File: config.mk
export PLATFORM = sky130hd
export DESIGN_NAME = serial_align_ctrl_flat
export DESIGN_NICKNAME = d
export VERILOG_FILES = /design/src/rtl/serial_align_pkg.sv /design/src/rtl/serial_align_ctrl_if.sv /design/src/rtl/serial_shift_window.sv /design/src/rtl/serial_align_ctrl.sv /design/src/flat_wrapper.sv
export SDC_FILE = /design/constraint.sdc
export NUM_CORES = 1
export LEC_CHECK = 0
export ABC_AREA = 1
export ABC_CLOCK_PERIOD_IN_PS = 2340
export BUFFER_PORTS_ARGS = -buffer_cell sky130_fd_sc_hd__buf_2
export CAP_MARGIN = 40
export CORE_UTILIZATION = 52
export DETAILED_ROUTE_END_ITERATION = 6
export PLACE_DENSITY = 0.73
export SETUP_SLACK_MARGIN = 0.1
export SYNTH_ARGS = -nofsm -noshare
export SYNTH_HDL_FRONTEND = slang
export SYNTH_SLANG_ARGS = --single-unit
File: constraint.sdc
create_clock -name CLK -period 2.34 [get_ports CLK]
set_input_delay 0.234 -clock CLK [delete_from_list [all_inputs] [get_ports CLK]]
set_output_delay 0.234 -clock CLK [all_outputs]
set_load 0.1 [all_outputs]
File: src/rtl/serial_align_pkg.sv
// rtl/serial_align_pkg.sv - shared types and constants for the serial word aligner
//   No ports. Holds:
//     state_t     FSM encoding HUNT=0, VERIFY=1, LOCKED=2 (3 is illegal)
//     COMMA_K28_5 alignment character, low byte of K28.5
//     *_W         counter and word widths
package serial_align_pkg;

   typedef enum logic [1:0] {
      HUNT   = 2'd0,
      VERIFY = 2'd1,
      LOCKED = 2'd2
   } state_t;

   localparam logic [7:0] COMMA_K28_5 = 8'hBC;

   localparam int WORD_W     = 8;
   localparam int BIT_CNT_W  = 3;
   localparam int LINK_CNT_W = 4;   // good/miss counters, thresholds up to 15
   localparam int ERR_CNT_W  = 8;

endpackage

File: src/rtl/serial_align_ctrl_if.sv
// rtl/serial_align_ctrl_if.sv - serial-in / aligned-word-out bundle of the aligner
//   DATA_IN     serial bit, first bit of a word first
//   ENABLE      bit-slot qualifier
//   DATA_OUT    last aligned word, first received bit in bit 0
//   DATA_VALID  one-cycle strobe per new word
//   IS_COMMA    DATA_OUT holds the comma, qualified by DATA_VALID
//   slave modport: the aligner; master modport: the bit source / word sink
interface serial_align_ctrl_if;
   import serial_align_pkg::*;

   logic              DATA_IN;
   logic              ENABLE;
   logic [WORD_W-1:0] DATA_OUT;
   logic              DATA_VALID;
   logic              IS_COMMA;

   modport slave (
      input  DATA_IN,
      input  ENABLE,
      output DATA_OUT,
      output DATA_VALID,
      output IS_COMMA
   );

   modport master (
      output DATA_IN,
      output ENABLE,
      input  DATA_OUT,
      input  DATA_VALID,
      input  IS_COMMA
   );

endinterface

File: src/rtl/serial_shift_window.sv
// rtl/serial_shift_window.sv - 8-bit serial window with comma comparator
//   CLK        clock, rising edge
//   RESET      synchronous active-high reset, clears the window
//   enable     shift qualifier; window holds when low
//   data_in    serial bit
//   win_next   window including the bit sampled on this edge
//   comma_hit  win_next equals COMMA
module serial_shift_window
   import serial_align_pkg::*;
#(
   parameter logic [7:0] COMMA = COMMA_K28_5
) (
   input  logic              CLK,
   input  logic              RESET,
   input  logic              enable,
   input  logic              data_in,
   output logic [WORD_W-1:0] win_next,
   output logic              comma_hit
);

   logic [WORD_W-1:0] win;

   // New bits enter at the top so that after eight shifts the first bit
   // of the word sits in bit 0.
   assign win_next  = {data_in, win[WORD_W-1:1]};
   assign comma_hit = (win_next == COMMA);

   always_ff @(posedge CLK) begin
      if (RESET) begin
         win <= '0;
      end else if (enable) begin
         win <= win_next;
      end
   end

endmodule

File: src/rtl/serial_align_ctrl.sv
// rtl/serial_align_ctrl.sv - comma-based word alignment controller
//   CLK      clock, rising edge
//   RESET    synchronous active-high reset
//   rx       serial_align_ctrl_if.slave: DATA_IN/ENABLE in, DATA_OUT/DATA_VALID/IS_COMMA out
//   LOCKED   high while in LOCKED
//   STATE    current FSM state (debug)
//   ERR_CNT  saturating lock-loss count, present only with SYNC_ERR_CNT_EN defined
module serial_align_ctrl #(
   parameter logic [7:0] COMMA      = serial_align_pkg::COMMA_K28_5,
   parameter int         LOCK_COUNT = 3,
   parameter int         LOSS_COUNT = 4
) (
   input  logic                      CLK,
   input  logic                      RESET,
   serial_align_ctrl_if.slave        rx,
   output logic                      LOCKED,
   output logic [1:0]                STATE
`ifdef SYNC_ERR_CNT_EN
   ,
   output logic [7:0]                ERR_CNT
`endif
);
   // Imported after the port list so the LOCKED port keeps its name; the
   // LOCKED state is always referenced through the package scope here.
   import serial_align_pkg::*;

   localparam logic [LINK_CNT_W-1:0] LOCK_N = LINK_CNT_W'(LOCK_COUNT);
   localparam logic [LINK_CNT_W-1:0] LOSS_N = LINK_CNT_W'(LOSS_COUNT);

   logic [WORD_W-1:0]     win_next;
   logic                  comma_hit;

   state_t                state_q,    state_d;
   logic [BIT_CNT_W-1:0]  bit_cnt_q,  bit_cnt_d;
   logic [LINK_CNT_W-1:0] good_q,     good_d;
   logic [LINK_CNT_W-1:0] miss_q,     miss_d;
   logic [WORD_W-1:0]     data_out_q, data_out_d;
   logic                  valid_q,    valid_d;
   logic                  is_comma_q, is_comma_d;
   logic                  boundary;

   serial_shift_window #(
      .COMMA (COMMA)
   ) u_window (
      .CLK       (CLK),
      .RESET     (RESET),
      .enable    (rx.ENABLE),
      .data_in   (rx.DATA_IN),
      .win_next  (win_next),
      .comma_hit (comma_hit)
   );

   // Only meaningful inside the ENABLE branch below.
   assign boundary = (bit_cnt_q == 3'd7);

   always_ff @(posedge CLK) begin
      if (RESET) begin
         state_q    <= HUNT;
         bit_cnt_q  <= '0;
         good_q     <= '0;
         miss_q     <= '0;
         data_out_q <= '0;
         valid_q    <= 1'b0;
         is_comma_q <= 1'b0;
      end else begin
         state_q    <= state_d;
         bit_cnt_q  <= bit_cnt_d;
         good_q     <= good_d;
         miss_q     <= miss_d;
         data_out_q <= data_out_d;
         valid_q    <= valid_d;
         is_comma_q <= is_comma_d;
      end
   end

   always_comb begin
      state_d    = state_q;
      bit_cnt_d  = bit_cnt_q;
      good_d     = good_q;
      miss_d     = miss_q;
      data_out_d = data_out_q;
      valid_d    = 1'b0;
      is_comma_d = 1'b0;

      if (rx.ENABLE) begin
         bit_cnt_d = bit_cnt_q + 3'd1;

         case (state_q)
            HUNT: begin
               // The comma completing on this edge defines bit 0 of the
               // next word, so the count restarts from zero.
               if (comma_hit) begin
                  bit_cnt_d = '0;
                  good_d    = 4'd1;
                  state_d   = VERIFY;
               end
            end

            VERIFY: begin
               if (boundary) begin
                  if (comma_hit) begin
                     good_d = good_q + 4'd1;
                     if (good_q + 4'd1 == LOCK_N) begin
                        miss_d  = '0;
                        state_d = serial_align_pkg::LOCKED;
                     end
                  end else begin
                     state_d = HUNT;
                  end
               end
            end

            serial_align_pkg::LOCKED: begin
               if (boundary) begin
                  data_out_d = win_next;
                  valid_d    = 1'b1;
                  is_comma_d = comma_hit;
                  if (comma_hit) begin
                     miss_d = '0;
                  end
               end else if (comma_hit) begin
                  miss_d = miss_q + 4'd1;
                  // The offending comma becomes the new alignment candidate
                  // instead of restarting the search from HUNT.
                  if (miss_q + 4'd1 == LOSS_N) begin
                     bit_cnt_d = '0;
                     good_d    = 4'd1;
                     state_d   = VERIFY;
                  end
               end
            end

            default: begin
               state_d = HUNT;
            end
         endcase
      end
   end

`ifdef SYNC_ERR_CNT_EN
   logic [ERR_CNT_W-1:0] err_cnt_q;

   always_ff @(posedge CLK) begin
      if (RESET) begin
         err_cnt_q <= '0;
      end else if (state_q == serial_align_pkg::LOCKED && state_d == VERIFY &&
                   err_cnt_q != 8'hFF) begin
         err_cnt_q <= err_cnt_q + 8'd1;
      end
   end

   assign ERR_CNT = err_cnt_q;
`endif

   assign rx.DATA_OUT   = data_out_q;
   assign rx.DATA_VALID = valid_q;
   assign rx.IS_COMMA   = is_comma_q;
   assign LOCKED        = (state_q == serial_align_pkg::LOCKED);
   assign STATE         = state_q;

endmodule
File: src/flat_wrapper.sv
// flat-port wrapper written by rule: the top's interface ports become plain ports
module serial_align_ctrl_flat import serial_align_pkg::*;
#(
   parameter logic [7:0] COMMA      = serial_align_pkg::COMMA_K28_5,
   parameter int         LOCK_COUNT = 3,
   parameter int         LOSS_COUNT = 4
)
  (CLK, RESET, LOCKED, STATE, rx_DATA_IN, rx_ENABLE, rx_DATA_OUT, rx_DATA_VALID, rx_IS_COMMA);
  serial_align_ctrl_if rx_i ();
  input  logic CLK;
  input  logic RESET;
  output logic LOCKED;
  output logic [1:0] STATE;
  input wire logic [$bits(rx_i.DATA_IN)-1:0] rx_DATA_IN;
  input wire logic [$bits(rx_i.ENABLE)-1:0] rx_ENABLE;
  output wire logic [$bits(rx_i.DATA_OUT)-1:0] rx_DATA_OUT;
  output wire logic [$bits(rx_i.DATA_VALID)-1:0] rx_DATA_VALID;
  output wire logic [$bits(rx_i.IS_COMMA)-1:0] rx_IS_COMMA;
  assign rx_i.DATA_IN = rx_DATA_IN;
  assign rx_i.ENABLE = rx_ENABLE;
  assign rx_DATA_OUT = rx_i.DATA_OUT;
  assign rx_DATA_VALID = rx_i.DATA_VALID;
  assign rx_IS_COMMA = rx_i.IS_COMMA;
  serial_align_ctrl #(.COMMA(COMMA), .LOCK_COUNT(LOCK_COUNT), .LOSS_COUNT(LOSS_COUNT)) u_core (.CLK(CLK), .RESET(RESET), .rx(rx_i), .LOCKED(LOCKED), .STATE(STATE));
endmodule
==> run summary, run 1 <==
Int Pwr: 0.8477 mW
global-route wire length before repair: 5437 µm
CTS Buffer Depth: 2
Starting Density: 56.02%
post-layout net count: 259
Seq/Total Area, Yosys: 38.22%
Mapped Area: 0.001572 mm²
DR iter-0 viols: 77
largest net degree at the start of global routing: 27
crit path DAT: 1480 ps
CP Data Required Time: 2110 ps
final-report hold violation count: 0
Slew Limit Fails: 0
Clock Tree Root: clkbuf_4
GRT Overall Usage: 21.79%
yosys warns: 0
chip height: 56.98 µm
DR DRC count: 2
CP startpoint kind: register
post-detail-place hpwl: 2257 µm
I/O pins: 17
critical path endpoint category: primary output
Syn-to-layout area delta: 12.42%
ANT nets after route: 0
Design Power: 1.189 mW
Hold-fix buffers, CTS: 0
Clock power frac: 36.1%
outcome: finished, violations left
post_cts resized: 0
sequential group share of total power: 47.6%
Slew Limit Headroom: 52.63%
Slew @ Worst Pin: 709.7 ps
worst vdd ir: 418.6 µV
failing checks: design-rule violations
Syn Inst Count: 225
Rows: 19
vias in the first global route: 1261
final cycle utilization of the critical path: 73.16%
CTS clk-pin slew, worst paths: 100 ps
antenna violations before repair: 0
TritonRoute pass-1 iters: 6
DR WL/cell: 11.05 µm
clk sinks: 30
FF+latch area: 603.1 µm²
Worst Hold Class: input port to register
Yosys reg bits: 30
maximum clock rate: 584.1 MHz
GRT overflow: 0
TritonCTS buffer count: 5
Setup TNS: 0 ps
Die W: 56.98 µm
unrepaired setup endpoints after global routing: no
CTS H-tree depth: 2
Clock Skew: 9.499 ps
DIE AREA: 0.003246 mm²
vias: 1389
syn nets: 240
multi-input logic area: 853.3 µm²
# Post-CTS Setup Buffers: 0
critical path class: register to primary output
Via density: 5.051
CTS tree: built
Final Core Density: 62.98%
fraction of layout cells with a size suffix above 1: 16.39%
routed wire length: 3040 µm
core box area: 0.002805 mm²
Cell variety after synth: 22
setup violators final: 0
pwr/cell area: 672.8 mW/mm²
ANT cells: 0
Port-buffer cells: 16
RD Place Congestion: 0.8292
clk_lat worst skew: 330 ps
switching share of power: 28.69%
Sw Pwr: 0.3410 mW
mean post-synth cell area: 6.984 µm²
leakage power: 0.8131 nW
Max Cap Viol: 0
Worst Path Max Fanout: 9
Comb power frac: 16.4%
# fillers: 267
Final min period: 1712 ps
cell usage after synthesis:
library cell,n,share of area (%)
o21bai_1,2,0.96
nor3_4,1,1.0
a21oi_2,2,1.1
nand2_2,2,0.80
clkbuf_1,2,0.48
a21oi_1,11,3.5
nand4_1,2,0.80
nand3_1,17,5.4
ha_1,11,8.8
a21oi_4,1,1.0
inv_1,25,6.0
buf_2,1,0.32
nor2_1,38,9.1
buf_4,1,0.48
nand3b_1,2,0.96
nor2_4,2,1.4
o21ai_0,17,5.4
clkinv_2,1,0.32
inv_2,3,0.72
dfxtp_1,30,38
nor2_2,2,0.80
nand2_1,52,12
cells in the final DEF, fill, tap and decap left out, drive strengths merged:
cell / instances
a21oi: 14
buf: 16
bufinv: 1
clkbuf: 6
clkinv: 1
dfxtp: 30
ha: 11
inv: 28
nand2: 54
nand3: 17
nand3b: 2
nand4: 2
nor2: 42
nor3: 1
o21ai: 17
o21bai: 2
flip-flops by register name (all words and copies together), names as in the netlist:
name	count
u_core.STATE	2
u_core.rx.IS_COMMA	1
u_core.u_window.win	7
u_core.rx.DATA_OUT	8
u_core.bit_cnt_q	3
u_core.miss_q	4
u_core.rx.DATA_VALID	1
u_core.good_q	4
power by group through the flow:
stage	logic [mW]	registers (mW)	clock network, mW
2_1_floorplan	0.145	0.591	0
3_3_place_gp	0.194	0.576	0
3_5_place_dp	0.194	0.577	0
4_1_cts	0.195	0.565	0.438
5_1_grt	0.222	0.570	0.466
6_report	0.195	0.565	0.429
final cells by class:
class,count,share of cell area (%)
flip-flops and latches,30,34.14
well taps,31,2.195
repair buffers,16,4.533
inverters,29,6.232
clock buffers,6,2.904
multi-input cells,162,48.30
clock inverters,1,1.700
through the flow:
step | setup WS [ps] | cell area, µm² | hold slack (ps) | cells
2_1_floorplan | 280.4 | 1587 | 303.1 | 225
3_3_place_gp | 664.8 | 1685 | 459.5 | 268
3_5_place_dp | 629.6 | 1685 | 460.8 | 268
4_1_cts | 620.4 | 1767 | 142.1 | 275
5_1_grt | 440.6 | 1767 | 132.2 | 275
6_report | 628.0 | 1767 | 146.4 | 275
logic make-up after synthesis:
group,synth area share [%]
compound gates,12.02
buf+inv,8.280
flops,38.22
simple gates,32.72
fa+ha+maj,8.758
layer usage:
| metal | track usage [%] | share of wire (%) | vias to the layer above |
|---|---|---|---|
| met4 | 7.317 | 1.5 | 0 |
| met5 | 0 | 0 | - |
| met1 | 27.92 | 51 | 613 |
| met3 | 8.390 | 4.7 | 6 |
| li1 | - | - | 748 |
| met2 | 33.78 | 43 | 22 |
final timing paths:
path	from	endpoint	slack [ps]	depth (start not counted)
worst min-delay path	RESET	u_core.bit_cnt_q[1]	150	2
worst min register to register	u_core.rx.DATA_OUT[3]	u_core.rx.DATA_OUT[3]	470	2
worst max-delay path	u_core.STATE[0]	LOCKED	630	3
worst max register to register	u_core.bit_cnt_q[0]	u_core.miss_q[2]	650	9
critical path, cell delays in order, from the launching register on:
cell     delay [ps]
dfxtp_2         350
inv_1           140
ha_4            210
buf_2           440
(Power assumes the default switching activity.)
==> run 2, diff against run 1 <==
--- a/config.mk
+++ b/config.mk
@@ -6,7 +6,7 @@
 export NUM_CORES = 1
 export LEC_CHECK = 0
 export ABC_AREA = 1
-export ABC_CLOCK_PERIOD_IN_PS = 2340
+export ABC_CLOCK_PERIOD_IN_PS = 1700
 export BUFFER_PORTS_ARGS = -buffer_cell sky130_fd_sc_hd__buf_2
 export CAP_MARGIN = 40
 export CORE_UTILIZATION = 52
==> constraint.sdc (replaced) <==
create_clock -name CLK -period 1.7 [get_ports CLK]
set_input_delay 0.17 -clock CLK [delete_from_list [all_inputs] [get_ports CLK]]
set_output_delay 0.17 -clock CLK [all_outputs]
set_load 0.1 [all_outputs]
==> run summary, run 2 (synthesis gave the netlist of run 1 again) <==
RD Place Congestion: 0.8298 (about the same)
CP Data Required Time: 1930 ps (-180 ps)
Comb power frac: 19.5% (+3.1 points)
Clock power frac: 32.8% (-3.3 points)
CTS Buffer Depth: 2 (unchanged)
hold_ws: 73.73 ps (-72.66 ps)
Slew Limit Fails: 0 (unchanged)
post-detail-place hpwl: 2229 µm (-1.2%)
Sw Pwr: 0.4970 mW (+46%)
Design Power: 1.634 mW (+37%)
unrepaired setup endpoints after global routing: yes
GRT overflow: 0 (unchanged)
Int Pwr: 1.137 mW (+34%)
Rows: 19 (unchanged)
final instance area: 0.001944 mm² (+10%)
DR WL/cell: 11.41 µm (+3.2%)
switching share of power: 30.42% (+1.7 points)
CTS clk-pin slew, worst paths: 90 ps (about the same)
CP startpoint kind: register
sequential group share of total power: 47.7% (about the same)
GRT Overall Usage: 21.71% (-0.085 points)
critical path endpoint category: register
placed insts: 271 (+1.1%)
ANT nets after route: 0 (unchanged)
Slew Limit Headroom: 67.66% (+15 points)
global-route wire length before repair: 5464 µm (+0.50%)
post-layout net count: 269 (+3.9%)
final-report hold violation count: 0 (unchanged)
largest net degree at the start of global routing: 23 (-15%)
TritonCTS buffer count: 5 (unchanged)
Worst Hold Class: input port to register
final cycle utilization of the critical path: 92.69%
slowest stage delay, CP: 360 ps (-80 ps)
Syn-to-layout area delta: 23.73%
clk sinks: 30 (unchanged)
multi-input logic area: 928.4 µm² (+8.8%)
Clock Tree Root: clkbuf_4
Via density: 5.172 (+2.4%)
critical path class: register to register
Starting Density: 56.02% (unchanged)
critical-path cell list: ha_4 -> ha_4 -> inv_2 -> a21oi_4 -> nand2_2 -> nor3_4 -> nand2_1 -> nand2_1 -> nor2_1
routed wire length: 3251 µm (+6.9%)
outcome: finished, final reports clean
# fillers: 238 (-11%)
worst vdd ir: 545.4 µV (+30%)
commonest non-fill, non-tap cell in the layout: nand2_1
antenna violations before repair: 0 (unchanged)
Placed Area: 0.001753 mm² (+4.0%)
DIE AREA: 0.003246 mm² (unchanged)
Critical-path top delay cell: dfxtp_2
Setup TNS: 0 ps (unchanged)
leakage power: 0.8792 nW (+8.1%)
ANT cells: 0 (unchanged)
FF+latch area: 625.6 µm² (+3.7%)
DR iter-0 viols: 51 (-34%)
Final Worst Setup Slack: 124.3 ps (-503.7 ps)
Final Core Density: 69.31% (+6.3 points)
crit path DAT: 1800 ps (+320 ps)
core box area: 0.002805 mm² (unchanged)
Max Cap Viol: 0 (unchanged)
setup violators final: 0 (unchanged)
Clock Skew: 10.28 ps (+0.7772 ps)
max reg flops: 8 (unchanged)
Final min period: 1576 ps
I/O pins: 17 (unchanged)
Die W: 56.98 µm (unchanged)
Non-Filler Instances: 285 (+3.6%)
commonest non-fill, non-tap cells in the layout: nand2_1, nor2_1, dfxtp_1
vias: 1474 (+6.1%)
vias in the first global route: 1275 (+1.1%)
Place WS: 37.27 ps (-592.4 ps)
DR DRC count: 0 (-2)
Worst Path Max Fanout: 8 (-1)
pwr/cell area: 840.3 mW/mm² (+25%)
CTS tree: built
clk_lat worst skew: 330 ps (about the same)
chip height: 56.98 µm (unchanged)
maximum clock rate: 634.6 MHz
Slew @ Worst Pin: 488.4 ps (-221.3 ps)
fraction of layout cells with a size suffix above 1: 27.17% (+11 points)
Hold-fix buffers, CTS: 0 (unchanged)
CTS H-tree depth: 2 (unchanged)
TritonRoute pass-1 iters: 4 (-2)
Port-buffer cells: 16 (unchanged)
## run 2: changes by cell type in the layout (fill, tap and decap cells not counted), sizes merged
cell	change
buf	+10
clkbuf	+1
bufinv	-1
## run 2: path summary, 6_finish.rpt
path	from	to	slack, ps	cells past startpoint
setup / recovery	u_core.bit_cnt_q[0]	u_core.miss_q[0]	120	9
hold / removal	RESET	u_core.bit_cnt_q[1]	70	2
setup reg to reg	u_core.bit_cnt_q[0]	u_core.miss_q[0]	120	9
hold reg to reg	u_core.rx.DATA_OUT[2]	u_core.rx.DATA_OUT[2]	470	2
## run 2: per-layer routing
| layer | vias to the layer above | share of wire, % | global-route usage (%) |
|---|---|---|---|
| met5 | - | 0 | 0 |
| met4 | 0 | 1.3 | 8.014 |
| met3 | 7 | 4.9 | 6.803 |
| met2 | 29 | 43 | 32.61 |
| met1 | 670 | 51 | 29.39 |
| li1 | 768 | - | - |
## run 2: what timing repair did
| action | 4_1_cts | 5_1_grt |
|---|---|---|
| resized for setup | 3 | 20 |
| buffers inserted | 0 | 7 |
| endpoints found under the setup margin | 9 | 21 |
| pin swaps | 1 | 7 |
## run 2: power groups by stage
stage               Sequential (mW)  Combinational, mW  Clock [mW]
finish                        0.779              0.319       0.536
global route                  0.786              0.353       0.577
CTS                           0.779              0.291       0.540
detailed placement            0.795              0.288           0
global placement              0.793              0.286           0
floorplan                     0.814              0.218           0
## run 2: cell type report
cell class	instances	share of cell area (%)
well taps	31	1.995
repair buffers	26	8.108
multi-input cells	162	47.75
flip-flops and latches	30	32.18
inverters	29	6.049
clock buffers	7	3.925
## run 2: critical path: cells and delay by family (launching register included)
kind | cells | cell delay [ps]
compound gates | 1 | 180
simple gates | 5 | 610
buf+inv | 1 | 50
fa+ha+maj | 2 | 280
flops | 1 | 360
==> run 3, diff against run 2 <==
--- a/config.mk
+++ b/config.mk
@@ -9,9 +9,9 @@
 export ABC_CLOCK_PERIOD_IN_PS = 1700
 export BUFFER_PORTS_ARGS = -buffer_cell sky130_fd_sc_hd__buf_2
 export CAP_MARGIN = 40
-export CORE_UTILIZATION = 52
+export CORE_UTILIZATION = 34
 export DETAILED_ROUTE_END_ITERATION = 6
-export PLACE_DENSITY = 0.73
+export PLACE_DENSITY = 0.52
 export SETUP_SLACK_MARGIN = 0.1
 export SYNTH_ARGS = -nofsm -noshare
 export SYNTH_HDL_FRONTEND = slang
==> run summary, run 3 (synthesis gave the netlist of run 1 again) <==
DR iter-0 viols: 59 (+16%)
Clock Skew: 3.372 ps (-6.904 ps)
outcome: finished, final reports clean
R2R depth: 9 (unchanged)
Sw Pwr: 0.5215 mW (+4.9%)
CP startpoint kind: register
Design Power: 1.944 mW (+19%)
CTS Buffer Depth: 2 (unchanged)
Worst Hold Class: input port to register
antenna violations before repair: 0 (unchanged)
Setup TNS: 0 ps (unchanged)
chip height: 69.99 µm (+23%)
Starting Density: 35.84% (-20 points)
clk_lat worst skew: 280 ps (-50 ps)
fraction of layout cells with a size suffix above 1: 25.40% (-1.8 points)
DR WL/cell: 10.90 µm (-4.5%)
Worst Path Max Fanout: 8 (unchanged)
setup violators final: 0 (unchanged)
global-route wire length before repair: 5568 µm (+1.9%)
TritonRoute pass-1 iters: 4 (unchanged)
switching share of power: 26.83% (-3.6 points)
Final min period: 1554 ps (-21.35 ps)
GRT overflow: 0 (unchanged)
Die W: 69.99 µm (+23%)
leakage power: 0.8983 nW (+2.2%)
Hold-fix buffers, CTS: 0 (unchanged)
pwr/cell area: 966.8 mW/mm² (+15%)
post-layout net count: 266 (-1.1%)
Clock Tree Root: clkbuf_8
clk sinks: 30 (unchanged)
Non-Filler Instances: 304 (+6.7%)
Max Cap Viol: 0 (unchanged)
DR DRC count: 0 (unchanged)
largest net degree at the start of global routing: 23 (unchanged)
maximum clock rate: 643.3 MHz (+1.4%)
DIE AREA: 0.004898 mm² (+51%)
CTS tree: built
ANT cells: 0 (unchanged)
CTS H-tree depth: 2 (unchanged)
Slew Limit Fails: 0 (unchanged)
Worst Hold Depth: 2 (unchanged)
CTS clk-pin slew, worst paths: 60 ps (-30 ps)
placed insts: 294 (+8.5%)
critical path endpoint category: register
Clock power frac: 43.5% (+11 points)
sequential group share of total power: 40.2% (-7.5 points)
GRT Overall Usage: 14.49% (-7.2 points)
Comb power frac: 16.3% (-3.2 points)
commonest non-fill, non-tap cell in the layout: nand2_1
I/O pins: 17 (unchanged)
Slew @ Worst Pin: 487.0 ps (-1.417 ps)
core box area: 0.004384 mm² (+56%)
RD Place Congestion: 0.7374 (-11%)
final cycle utilization of the critical path: 91.43% (-1.3 points)
vias: 1377 (-6.6%)
TritonCTS buffer count: 5 (unchanged)
routed wire length: 3313 µm (+1.9%)
critical path class: register to register
Slew Limit Headroom: 67.76% (+0.094 points)
vias in the first global route: 1266 (-0.71%)
max reg flops: 8 (unchanged)
crit path DAT: 1730 ps (-70 ps)
unrepaired setup endpoints after global routing: yes
Rows: 24 (+5)
commonest non-fill, non-tap cells in the layout: nand2_1, nor2_1, dfxtp_1
worst vdd ir: 463.4 µV (-15%)
Via density: 4.530 (-12%)
Port-buffer cells: 16 (unchanged)
post-detail-place hpwl: 2402 µm (+7.8%)
Syn-to-layout area delta: 27.95%
Int Pwr: 1.422 mW (+25%)
final-report hold violation count: 0 (unchanged)
CP Data Required Time: 1880 ps (-50 ps)
ANT nets after route: 0 (unchanged)
==> run 3: stage by stage <==
stage / hold slack, ps / utilization, % / setup slack (ps) / area (µm²)
after floorplan: 239.1 / - / -79.72 / 1639
after global placement: 420.9 / 41.21 / 13.21 / 1807
after detailed placement: 420.1 / 41.21 / 3.833 / 1807
after CTS: 118.3 / 44.49 / 99.07 / 1951
after global routing: 120.0 / 45.86 / 9.639 / 2011
final: 114.1 / 45.86 / 145.6 / 2011
==> run 3: worst paths after layout <==
check                             start                    end  slack [ps]
setup reg to reg    u_core.bit_cnt_q[0]       u_core.miss_q[3]         150
hold reg to reg   u_core.rx.DATA_OUT[2]  u_core.rx.DATA_OUT[2]         470
setup / recovery    u_core.bit_cnt_q[0]       u_core.miss_q[3]         150
hold / removal                    RESET    u_core.bit_cnt_q[1]         110
==> run 3: power groups by stage <==
stage | registers, mW | logic, mW | clock network, mW
after floorplan | 0.814 | 0.218 | 0
after CTS | 0.777 | 0.304 | 0.871
after detailed placement | 0.792 | 0.301 | 0
final | 0.782 | 0.316 | 0.845
after global routing | 0.787 | 0.355 | 0.889
after global placement | 0.792 | 0.302 | 0
==> run 3: what timing repair did <==
item                                   CTS  global route
cloned                                   0             0
buffers inserted                         0             2
pin swaps                                2             7
resized for setup                        3            16
setup endpoints to repair                8            17
endpoints found under the hold margin    0             0
==> run 3: critical path, stage by stage (launching register included) <==
cell and delay, ps:
dfxtp_2 350, ha_4 140, ha_4 130, inv_4 40, a21oi_4 170, nand2_2 90
nor3_4 330, nand2_1 100, nand2_1 60, nor2_1 30
==> run 3: final cells by class <==
type | count | area [µm²]
fillers | 452 | 2374
multi-input cells | 162 | 925.9
flip-flops and latches | 30 | 614.3
repair buffers | 23 | 147.6
inverters | 29 | 120.1
clock buffers | 7 | 107.6
well taps | 52 | 65.06
clock inverters | 1 | 30.03
==> run 3: per-layer routing <==
metal / share of wire, % / wire length, µm / GRT usage, %
met1: 52 / 1718 / 19.00
met2: 43 / 1441 / 21.69
met3: 2.8 / 93 / 4.473
met4: 1.8 / 60 / 6.667
met5: 0 / 0 / 0
